<file path="src/rtl/lane_queue_counter.sv">
// Four-lane vehicle queue counter: per-lane synchronized arrival detection,
// green-light timed departures, saturating 3-bit depth and sticky overflow.

module lqc_lane #(
    parameter int DEPART_PERIOD = 1
) (
    input  logic       clk_1Hz,
    input  logic       reset,
    input  logic       sensor,
    input  logic [2:0] st,
    output logic [2:0] count,
    output logic       overflow
);
    localparam logic [3:0] DWELL_LAST = 4'(DEPART_PERIOD - 1);

    logic       sync1, sync2, prev;
    logic [3:0] dwell;
    logic       green, arrival, departure;

    // Only the exact green code opens the lane; amber, red and illegal codes do not.
    assign green     = (st == 3'b001);
    assign arrival   = sync2 & ~prev;
    assign departure = green && (dwell == DWELL_LAST) && (count != 3'd0);

    always_ff @(posedge clk_1Hz or posedge reset) begin
        if (reset) begin
            sync1    <= 1'b0;
            sync2    <= 1'b0;
            prev     <= 1'b0;
            dwell    <= 4'd0;
            count    <= 3'd0;
            overflow <= 1'b0;
        end else begin
            sync1 <= sensor;
            sync2 <= sync1;
            prev  <= sync2;

            // Dwell keeps running through an empty queue so departure timing
            // stays anchored to the start of green.
            if (!green || dwell == DWELL_LAST)
                dwell <= 4'd0;
            else
                dwell <= dwell + 4'd1;

            case ({arrival, departure})
                2'b10: begin
                    if (count == 3'd7)
                        overflow <= 1'b1;
                    else
                        count <= count + 3'd1;
                end
                2'b01:   count <= count - 3'd1;
                default: count <= count;
            endcase
        end
    end
endmodule

module lane_queue_counter #(
    parameter int DEPART_PERIOD = 1
) (
    input  logic       clk_1Hz,
    input  logic       reset,
    input  logic       sensor_A,
    input  logic       sensor_B,
    input  logic       sensor_C,
    input  logic       sensor_D,
    input  logic [2:0] st_A,
    input  logic [2:0] st_B,
    input  logic [2:0] st_C,
    input  logic [2:0] st_D,
    output logic [2:0] count1,
    output logic [2:0] count2,
    output logic [2:0] count3,
    output logic [2:0] count4,
    output logic [3:0] overflow
);
    localparam int NUM_LANES = 4;

    logic [NUM_LANES-1:0]      sensor_v;
    logic [NUM_LANES-1:0][2:0] st_v;
    logic [NUM_LANES-1:0][2:0] count_v;

    assign sensor_v = {sensor_D, sensor_C, sensor_B, sensor_A};
    assign st_v     = {st_D, st_C, st_B, st_A};

    for (genvar i = 0; i < NUM_LANES; i++) begin : g_lane
        lqc_lane #(
            .DEPART_PERIOD(DEPART_PERIOD)
        ) u_lane (
            .clk_1Hz (clk_1Hz),
            .reset   (reset),
            .sensor  (sensor_v[i]),
            .st      (st_v[i]),
            .count   (count_v[i]),
            .overflow(overflow[i])
        );
    end

    assign count1 = count_v[0];
    assign count2 = count_v[1];
    assign count3 = count_v[2];
    assign count4 = count_v[3];
endmodule

</file>
<file path="config.mk">
export PLATFORM = sky130hd
export DESIGN_NAME = lane_queue_counter
export DESIGN_NICKNAME = d
export VERILOG_FILES = /design/src/rtl/lane_queue_counter.sv
export SDC_FILE = /design/constraint.sdc
export NUM_CORES = 1
export LEC_CHECK = 0
export CAP_MARGIN = 20
export CELL_PAD_IN_SITES_DETAIL_PLACEMENT = 1
export CELL_PAD_IN_SITES_GLOBAL_PLACEMENT = 1
export CORE_MARGIN = 3
export CORE_UTILIZATION = 46
export DETAILED_ROUTE_END_ITERATION = 12
export GPL_TIMING_DRIVEN = 0
export PLACE_DENSITY_LB_ADDON = 0.1
export SYNTH_ARGS = -nofsm -noshare
export SYNTH_HDL_FRONTEND = slang
export SYNTH_HIERARCHICAL = 1
export SYNTH_SLANG_ARGS = --single-unit
export TNS_END_PERCENT = 50
</file>
<file path="constraint.sdc">
create_clock -name clk_1Hz -period 5.9 [get_ports clk_1Hz]
set_input_delay 0.59 -clock clk_1Hz [delete_from_list [all_inputs] [get_ports clk_1Hz]]
set_output_delay 0.59 -clock clk_1Hz [all_outputs]
set_load 0.01 [all_outputs]
</file>
==> flow_summary.json, run 1 <==
{
  "max_freq_mhz": 351,
  "ant_nets": 0,
  "path_class": "input port to flip-flop",
  "gp_congestion": 0.764,
  "antenna_found_initial": 0,
  "yosysWarnings": 6,
  "fp.dieH_um": 80.9,
  "initial_core_util": 0.489,
  "crit_arrival_ps": 3070,
  "busiest_layer": "met2",
  "rsz0062_at_grt": "false",
  "crit_slowest_cell": "or4b_4",
  "clock_path_buffers": 2,
  "hpwlAfterDp_um": 4540,
  "synth_cells": 262,
  "skew_ps": 4.77,
  "fin_tns_setup_ps": 0,
  "synth_seq_cells": 44,
  "die_area_um2": 6540,
  "slowest_delay_ps": 570,
  "overflow": 0,
  "coreArea_um2": 5270,
  "yosysMostFrequentCell": "dfrtp_1",
  "synthesis.nets": 292,
  "p_per_area_nw_per_um2": 341,
  "path_clk_slew_ps": 80,
  "grt_use_met1": 0.252,
  "yosysTopAreaCell": "dfrtp_1",
  "finalSetupViolations": 0,
  "cts_setup_buffers": 0,
  "synthFlopType": "dfrtp_1",
  "clk-insertion-delay-late_ps": 300,
  "synth-seq-area-share": 0.427,
  "fin_util": 0.587,
  "cp_cell_sequence": "clkdlybuf4s50_1 > or4b_4 > nor3_4 > o31ai_1 > fa_1 > nor4_1 > o21ai_0 > o2111ai_1",
  "hp-class": "flip-flop to flip-flop",
  "die_w_um": 80.9,
  "tightest_slew_ps": 788,
  "total_power_mw": 1.05,
  "grt_max_degree": 13,
  "synth_top_area_frac": 0.427,
  "synth_common_cells": "44 x dfrtp_1, 25 x inv_1, 24 x nor2_1, 11 x a21oi_1, 10 x o21ai_0",
  "crit_fanout": 8,
  "clkSinkCount": 44,
  "grt_use_met2": 0.357,
  "antenna-diode-count": 0,
  "syn_area_um2": 2580,
  "num_io_pins": 34,
  "hold_viol": 0,
  "grt_first_pass_wirelength_um": 10400,
  "max_cap_viol_count": 0,
  "crit_path_end_kind": "flip-flop",
  "numCtsBuffers": 5,
  "drc": 0,
  "drt_wl_total_um": 5990,
  "met3_usage": 0.0366,
  "portBuffers": 33,
  "grt_use_total": 0.202,
  "async_flop_share": 1.00,
  "cts_root_buf": "clkbuf_8",
  "synth-edff-count": 0,
  "htree_num_levels": 2,
  "worst_setup_path_start_kind": "input port",
  "slew_viol_final": 0,
  "drt-vias-per-instance": 5.71,
  "slew_headroom": 0.474,
  "drive_gt1_frac": 0.0795,
  "num_vias": 2125,
  "critPathRequiredTime_ps": 6110,
  "synth_area_leaders": "dfrtp_1 43%, ha_1 3.9%, inv_1 3.6%",
  "outcome": "complete, no violations",
  "power.leakage_nw": 1.29,
  "initialDrtViolationCount": 36,
  "wl_per_cell_um": 16.1,
  "rows": 26,
  "peakVddDrop_v": 0.000240,
  "ctsResizeCount": 0,
  "grt_pass1_vias": 2284,
  "hold_buffers": 0,
  "min_period_ps": 2850,
  "cts_tree": "done",
  "syn_area_per_cell_um2": 9.84,
  "drtPass1Iterations": 4,
  "nNetsFinal": 332,
  "post-route-period-util": 0.483,
  "area_growth_syn_to_layout_pct": 20.0,
  "ys_types": 49
}
-- state kept, by name, summed over array words and instances (netlist names) --
| signal | flops |
|---|---|
| g_lane.u_lane/sync2 | 4 |
| g_lane.u_lane/sync1 | 4 |
| g_lane.u_lane/dwell | 16 |
| g_lane.u_lane/count | 12 |
| g_lane.u_lane/prev | 4 |
| g_lane.u_lane/overflow | 4 |
-- final cells by class --
type	instances	area, µm²
Inverter	25	93.8
Tap cell	70	87.6
Buffer	9	40.0
Clock buffer	7	96.3
Sequential cell	44	1100
Fill cell	612	2180
Multi-Input combinational cell	184	1340
Timing Repair Buffer	33	330
-- cell usage in the layout (no fill, tap or decap), types with 4 or more instances in the layout --
master | Yosys | layout
a21oi_1 | 11 | 11
fa_1 | 4 | 4
nand2b_1 | 4 | 4
and3_1 | 5 | 5
clkbuf_8 | 0 | 7
o21ai_0 | 10 | 10
inv_1 | 25 | 25
ha_1 | 8 | 8
dfrtp_1 | 44 | 44
o211ai_1 | 6 | 6
o22ai_1 | 5 | 5
clkdlybuf4s50_1 | 0 | 33
o2111ai_1 | 4 | 4
clkbuf_1 | 6 | 6
nand3_1 | 9 | 9
nand2_1 | 9 | 9
nor3b_1 | 6 | 6
and2_1 | 7 | 7
xnor2_1 | 8 | 8
nand4_1 | 4 | 4
nor2_1 | 24 | 24
-- logic make-up (layout without fill, tap and decap cells) --
logic type / after synthesis / after routing / share of synthesized area
AOI/OAI and AO/OA: 66 / 66 / 0.184
xor gates and xnor gates: 8 / 8 / 0.0272
adders and majority gates: 12 / 12 / 0.0699
buffers and inverters: 34 / 74 / 0.0519
DFF: 44 / 44 / 0.427
and+or+nand+nor: 98 / 98 / 0.239
-- worst max-delay path, delay by kind of cell --
kind                     cells  cell delay (ps)
buffers and inverters        1              430
adder cells (fa/ha/maj)      1              500
AO/OA/AOI/OAI                3              400
AND/OR/NAND/NOR              3             1140
-- metrics by stage --
stage	cell area, µm²	hold slack (ps)	std cells	worst slack (ps)
floorplan	2580	331	262	3390
global placement	3000	333	365	2780
detailed placement	3000	345	365	2760
CTS	3090	365	372	3070
global route	3090	380	372	2840
finish	3090	360	372	3050
-- final timing paths --
kind                                                     start                                    end  slack [ps]  depth (start not counted)
max                                                    st_B[1]  g_lane[1].u_lane/count[1]$_DFFE_PP0P_        3050                          8
min                           g_lane[1].u_lane/sync1$_DFF_PP0_       g_lane[1].u_lane/sync2$_DFF_PP0_         360                          0
max reg2reg                g_lane[3].u_lane/dwell[0]$_DFF_PP0_  g_lane[3].u_lane/count[1]$_DFFE_PP0P_        3280                          9
min reg2reg                   g_lane[1].u_lane/sync1$_DFF_PP0_       g_lane[1].u_lane/sync2$_DFF_PP0_         360                          0
max in group asynchronous                                reset        g_lane[0].u_lane/prev$_DFF_PP0_        4870                          2
min in group asynchronous                                reset        g_lane[1].u_lane/prev$_DFF_PP0_         690                          2
-- power by group --
group / switching [mW] / total, mW / internal (mW)
clock: 0.103 / 0.207 / 0.104
sequential: 0.0406 / 0.385 / 0.344
combinational: 0.252 / 0.461 / 0.209
-- routing by layer --
metal  vias up  wire length [µm]
li1       1033                 -
met1      1057              2660
met2        29              3100
met3         6               161
met4         0                72
met5         -                 0
Power figures use the tool's default switching activity.
==> inputs of run 2 (changes only) <==
--- a/config.mk
+++ b/config.mk
@@ -9,7 +9,7 @@
 export CELL_PAD_IN_SITES_DETAIL_PLACEMENT = 1
 export CELL_PAD_IN_SITES_GLOBAL_PLACEMENT = 1
 export CORE_MARGIN = 3
-export CORE_UTILIZATION = 46
+export CORE_UTILIZATION = 43
 export DETAILED_ROUTE_END_ITERATION = 12
 export GPL_TIMING_DRIVEN = 0
 export PLACE_DENSITY_LB_ADDON = 0.1
==> constraint.sdc (replaced) <==
create_clock -name clk_1Hz -period 3 [get_ports clk_1Hz]
set_input_delay 0.3 -clock clk_1Hz [delete_from_list [all_inputs] [get_ports clk_1Hz]]
set_output_delay 0.3 -clock clk_1Hz [all_outputs]
set_load 0.01 [all_outputs]
==> run 2 against run 1 <==
- clock skew hardly changed
- core utilization fell by 2.7 points
- routed wire length rose by 0.70%
- critical endpoint is now g_lane[2].u_lane/count[1]$_DFFE_PP0P_
==> flow_summary.json, run 2 (synthesis gave the netlist of run 1 again) <==
{
  "drc": 0,
  "die_w_um": 83.4,
  "overflow": 0,
  "min_path_cells": 0,
  "max_cap_viol_count": 0,
  "rsz0062_at_grt": "false",
  "grt_pass1_vias": 2229,
  "post-place-ws_ps": 107,
  "p_per_area_nw_per_um2": 731,
  "cp_cell_sequence": "inv_1 > ha_1 > or2b_2 > nor3_4 > o31ai_1 > fa_1 > nor4_1 > o21ai_0 > o2111ai_1",
  "peakVddDrop_v": 0.000465,
  "top_register": "g_lane.u_lane/dwell",
  "grt_max_degree": 15,
  "initialDrtViolationCount": 60,
  "largestRegisters": "g_lane.u_lane/dwell x16, g_lane.u_lane/count x12",
  "fp.dieH_um": 83.4,
  "num_vias": 2130,
  "cts_setup_buffers": 0,
  "fin_area_um2": 3160,
  "post-route-period-util": 0.877,
  "slew_headroom": 0.477,
  "min_period_ps": 2630,
  "coreArea_um2": 5640,
  "largest_reg_flops": 16,
  "numCtsBuffers": 5,
  "fin_ws_ps": 368,
  "ant_nets": 0,
  "drive_gt1_frac": 0.0825,
  "drtPass1Iterations": 4,
  "area_growth_syn_to_layout_pct": 22.5,
  "hold_viol": 0,
  "rows": 27,
  "skew_ps": 4.91,
  "placed_cell_area_um2": 3000,
  "crit_arrival_ps": 2830,
  "gp_congestion": 0.808,
  "hold_buffers": 0,
  "path_clk_slew_ps": 90,
  "die_area_um2": 6960,
  "htree_num_levels": 2,
  "max_freq_mhz": 380,
  "drt_wl_total_um": 6030,
  "finalSetupViolations": 0,
  "clk-insertion-delay-late_ps": 290,
  "initial_core_util": 0.457,
  "slew_viol_final": 0,
  "hp-class": "flip-flop to flip-flop",
  "final_common_cell": "dfrtp_1",
  "slowest_delay_ps": 510,
  "ctsResizeCount": 0,
  "crit_fanout": 8,
  "cts_tree": "done",
  "drt-vias-per-instance": 5.68,
  "fin_tns_setup_ps": 0,
  "antenna-diode-count": 0,
  "critPathRequiredTime_ps": 3200,
  "cts_root_buf": "clkbuf_8",
  "crit_slowest_cell": "fa_1",
  "wl_per_cell_um": 16.1,
  "portBuffers": 33,
  "crit_path_end_kind": "flip-flop",
  "antenna_found_initial": 0,
  "grt_first_pass_wirelength_um": 10400,
  "num_io_pins": 34,
  "clkSinkCount": 44,
  "path_class": "flip-flop to flip-flop",
  "grt_use_total": 0.178,
  "clock_path_buffers": 2,
  "outcome": "complete, no violations",
  "layout_common_cells": "44 x dfrtp_1, 33 x clkdlybuf4s50_1, 25 x inv_1",
  "power.leakage_nw": 1.32,
  "total_power_mw": 2.31,
  "hpwlAfterDp_um": 4450,
  "nNetsFinal": 332,
  "ff2ff_path_depth": 9,
  "worst_setup_path_start_kind": "flip-flop",
  "tightest_slew_ps": 782,
  "whs_ps": 356
}
-- run 2: layout make-up --
cell class	instances	area [µm²]
buffer	9	40.0
timing repair buffer	33	330
fill	636	2480
inverter	25	93.8
clock buffer	5	68.8
tap	72	90.1
clock inverter	3	90.1
sequential	44	1100
multi-input combinational	184	1340
-- run 2: critical path, delay by kind of cell (launching register included) --
family / cells / cell delay, ps
fa+ha+maj: 2 / 650
flops: 1 / 420
simple gates: 3 / 1000
buf+inv: 1 / 70
compound gates: 3 / 400
-- run 2: power breakdown --
part	switching (mW)	internal, mW
combinational	0.513	0.412
clock	0.210	0.417
sequential	0.0775	0.677
total	0.801	1.51
-- run 2: metal layers --
| layer | vias to the layer above | GRT usage | wire, µm |
|---|---|---|---|
| met5 | - | 0 | 0 |
| met4 | 0 | 0.0453 | 57 |
| met3 | 5 | 0.0288 | 211 |
| met2 | 39 | 0.305 | 2980 |
| met1 | 1056 | 0.235 | 2790 |
| li1 | 1030 | - | - |
-- run 2: path summary, 6_finish.rpt --
path / startpoint / endpoint / slack, ps
max in group asynchronous: reset / g_lane[3].u_lane/count[0]$_DFFE_PP0P_ / 2250
worst max-delay path: g_lane[2].u_lane/dwell[0]$_DFF_PP0_ / g_lane[2].u_lane/count[1]$_DFFE_PP0P_ / 370
worst min-delay path: g_lane[3].u_lane/sync1$_DFF_PP0_ / g_lane[3].u_lane/sync2$_DFF_PP0_ / 360
worst max register to register: g_lane[2].u_lane/dwell[0]$_DFF_PP0_ / g_lane[2].u_lane/count[1]$_DFFE_PP0P_ / 370
min in group asynchronous: reset / g_lane[1].u_lane/dwell[0]$_DFF_PP0_ / 440
worst min register to register: g_lane[3].u_lane/sync1$_DFF_PP0_ / g_lane[3].u_lane/sync2$_DFF_PP0_ / 360
-- run 2: through the flow --
step	utilization	instances
2_1_floorplan	-	262
3_3_place_gp	0.531	367
3_5_place_dp	0.531	367
4_1_cts	0.560	375
5_1_grt	0.560	375
6_report	0.560	375
==> inputs of run 3 (changes only) <==
==> constraint.sdc (replaced) <==
create_clock -name clk_1Hz -period 3 [get_ports clk_1Hz]
set_input_delay 0.6 -clock clk_1Hz [delete_from_list [all_inputs] [get_ports clk_1Hz]]
set_output_delay 0.6 -clock clk_1Hz [all_outputs]
set_load 0.01 [all_outputs]
==> run 3 against run 2 <==
- worst hold slack did not move
- combinational power rose by 2.5%
- worst setup slack got worse by 300 ps
- flip-flop and latch count did not move
- first-iteration DRC count fell by 1.7%
- design area rose by 1.7%
- count of clock-buffer cells in the layout did not move
- clock power barely moved
- critical endpoint unchanged
==> flow_summary.json, run 3 (synthesis gave the netlist of run 1 again) <==
{
  "outcome": "complete, no violations",
  "worst_setup_path_start_kind": "input port",
  "p_per_area_nw_per_um2": 726,
  "path_clk_slew_ps": 90,
  "coreArea_um2": 5640,
  "top_register": "g_lane.u_lane/dwell",
  "slew_viol_final": 0,
  "fp.dieH_um": 83.4,
  "tightest_slew_ps": 774,
  "wl_per_cell_um": 16.2,
  "drc": 0,
  "highest_layer": "met4",
  "skew_ps": 4.90,
  "clk-insertion-delay-late_ps": 290,
  "fin_cells": 379,
  "fin_area_um2": 3210,
  "post-route-period-util": 0.978,
  "grt_max_degree": 15,
  "largestRegisters": "g_lane.u_lane/dwell x16, g_lane.u_lane/count x12",
  "num_io_pins": 34,
  "overflow": 0,
  "path_class": "input port to flip-flop",
  "whs_ps": 356,
  "dp_cells": 367,
  "hpwlAfterDp_um": 4450,
  "rsz0062_at_grt": "true",
  "area_growth_syn_to_layout_pct": 24.6,
  "final_common_cell": "dfrtp_1",
  "cts_root_buf": "clkbuf_8",
  "grt_use_total": 0.178,
  "gp_congestion": 0.808,
  "num_vias": 2180,
  "routed-wl-met2_um": 3050,
  "max_freq_mhz": 341,
  "grt_pass1_vias": 2229,
  "power.leakage_nw": 1.35,
  "ant_nets": 0,
  "layout_common_cells": "44 x dfrtp_1, 33 x clkdlybuf4s50_1, 25 x inv_1",
  "finalSetupViolations": 0,
  "wirelength_met1_um": 2790,
  "slew_headroom": 0.483,
  "critPathRequiredTime_ps": 3150,
  "drtPass1Iterations": 4,
  "wl_met3_um": 258,
  "htree_num_levels": 2,
  "rows": 27,
  "initialDrtViolationCount": 59,
  "numCtsBuffers": 5,
  "drt-vias-per-instance": 5.75,
  "portBuffers": 33,
  "placed_cell_area_um2": 3000,
  "hp-class": "flip-flop to flip-flop",
  "hold_buffers": 0,
  "crit_fanout": 6,
  "peakVddDrop_v": 0.000466,
  "nNetsFinal": 336,
  "drt_wl_total_um": 6150,
  "clkSinkCount": 44,
  "post-place-ws_ps": -193,
  "crit_path_end_kind": "flip-flop",
  "crit_arrival_ps": 3090,
  "die_area_um2": 6960,
  "drive_gt1_frac": 0.107,
  "cts_tree": "done",
  "antenna_found_initial": 0,
  "hold_viol": 0,
  "clock_path_buffers": 2,
  "initial_core_util": 0.457,
  "antenna-diode-count": 0,
  "largest_reg_flops": 16,
  "min_period_ps": 2930,
  "grt_first_pass_wirelength_um": 10400,
  "max_cap_viol_count": 0,
  "fin_ws_ps": 66.1,
  "fillers": 631,
  "die_w_um": 83.4
}
## run 3: cell count changes in the layout (fill, tap and decap cells not counted), sizes merged
cell	before	now
buf	3	7
## run 3: worst max-delay path: stages
cell	delay (ps)
clkdlybuf4s50_1	430
or4b_4	580
nor3_4	380
o31ai_4	140
fa_2	630
nor4_2	50
o21ai_1	130
o2111ai_1	140
## run 3: final cells by class
type / instances / area, µm² / area share
Multi-Input combinational cell: 184 / 1370 / 0.426
Sequential cell: 44 / 1100 / 0.343
Timing Repair Buffer: 37 / 360 / 0.112
Inverter: 25 / 93.8 / 0.0292
Clock inverter: 3 / 90.1 / 0.0280
Tap cell: 72 / 90.1 / 0.0280
Clock buffer: 5 / 68.8 / 0.0214
Buffer: 9 / 40.0 / 0.0125
## run 3: path summary, 6_finish.rpt
check / startpoint / endpoint / slack, ps / cells after the start
max: st_C[1] / g_lane[2].u_lane/count[1]$_DFFE_PP0P_ / 70 / 8
min: g_lane[3].u_lane/sync1$_DFF_PP0_ / g_lane[3].u_lane/sync2$_DFF_PP0_ / 360 / 0
max reg2reg: g_lane[2].u_lane/dwell[2]$_DFF_PP0_ / g_lane[2].u_lane/count[1]$_DFFE_PP0P_ / 370 / 7
min reg2reg: g_lane[3].u_lane/sync1$_DFF_PP0_ / g_lane[3].u_lane/sync2$_DFF_PP0_ / 360 / 0
max in group asynchronous: reset / g_lane[3].u_lane/count[0]$_DFFE_PP0P_ / 1950 / 2
min in group asynchronous: reset / g_lane[1].u_lane/dwell[0]$_DFF_PP0_ / 740 / 2
## run 3: report_power, final
| group | switching (mW) | internal, mW |
|---|---|---|
| logic | 0.527 | 0.422 |
| registers | 0.0786 | 0.677 |
| clock network | 0.210 | 0.417 |
## run 3: through the flow
stage          utilization  power (mW)  TNS, ps
6_report             0.569        2.33        0
5_1_grt              0.569        2.48    -12.1
4_1_cts              0.560        2.32        0
3_5_place_dp         0.531        1.69     -958
3_3_place_gp         0.531        1.66     -693
2_1_floorplan            -        1.34        0
## run 3: routing by layer
layer / track usage / vias to the layer above
li1: - / 1042
met1: 0.235 / 1085
met2: 0.305 / 48
met3: 0.0288 / 5
met4: 0.0453 / 0
met5: 0 / -
## run 3: timing repair
action                     CTS  global route
setup endpoints to repair    0             4
buffers inserted             0             4
resized for setup            0             6
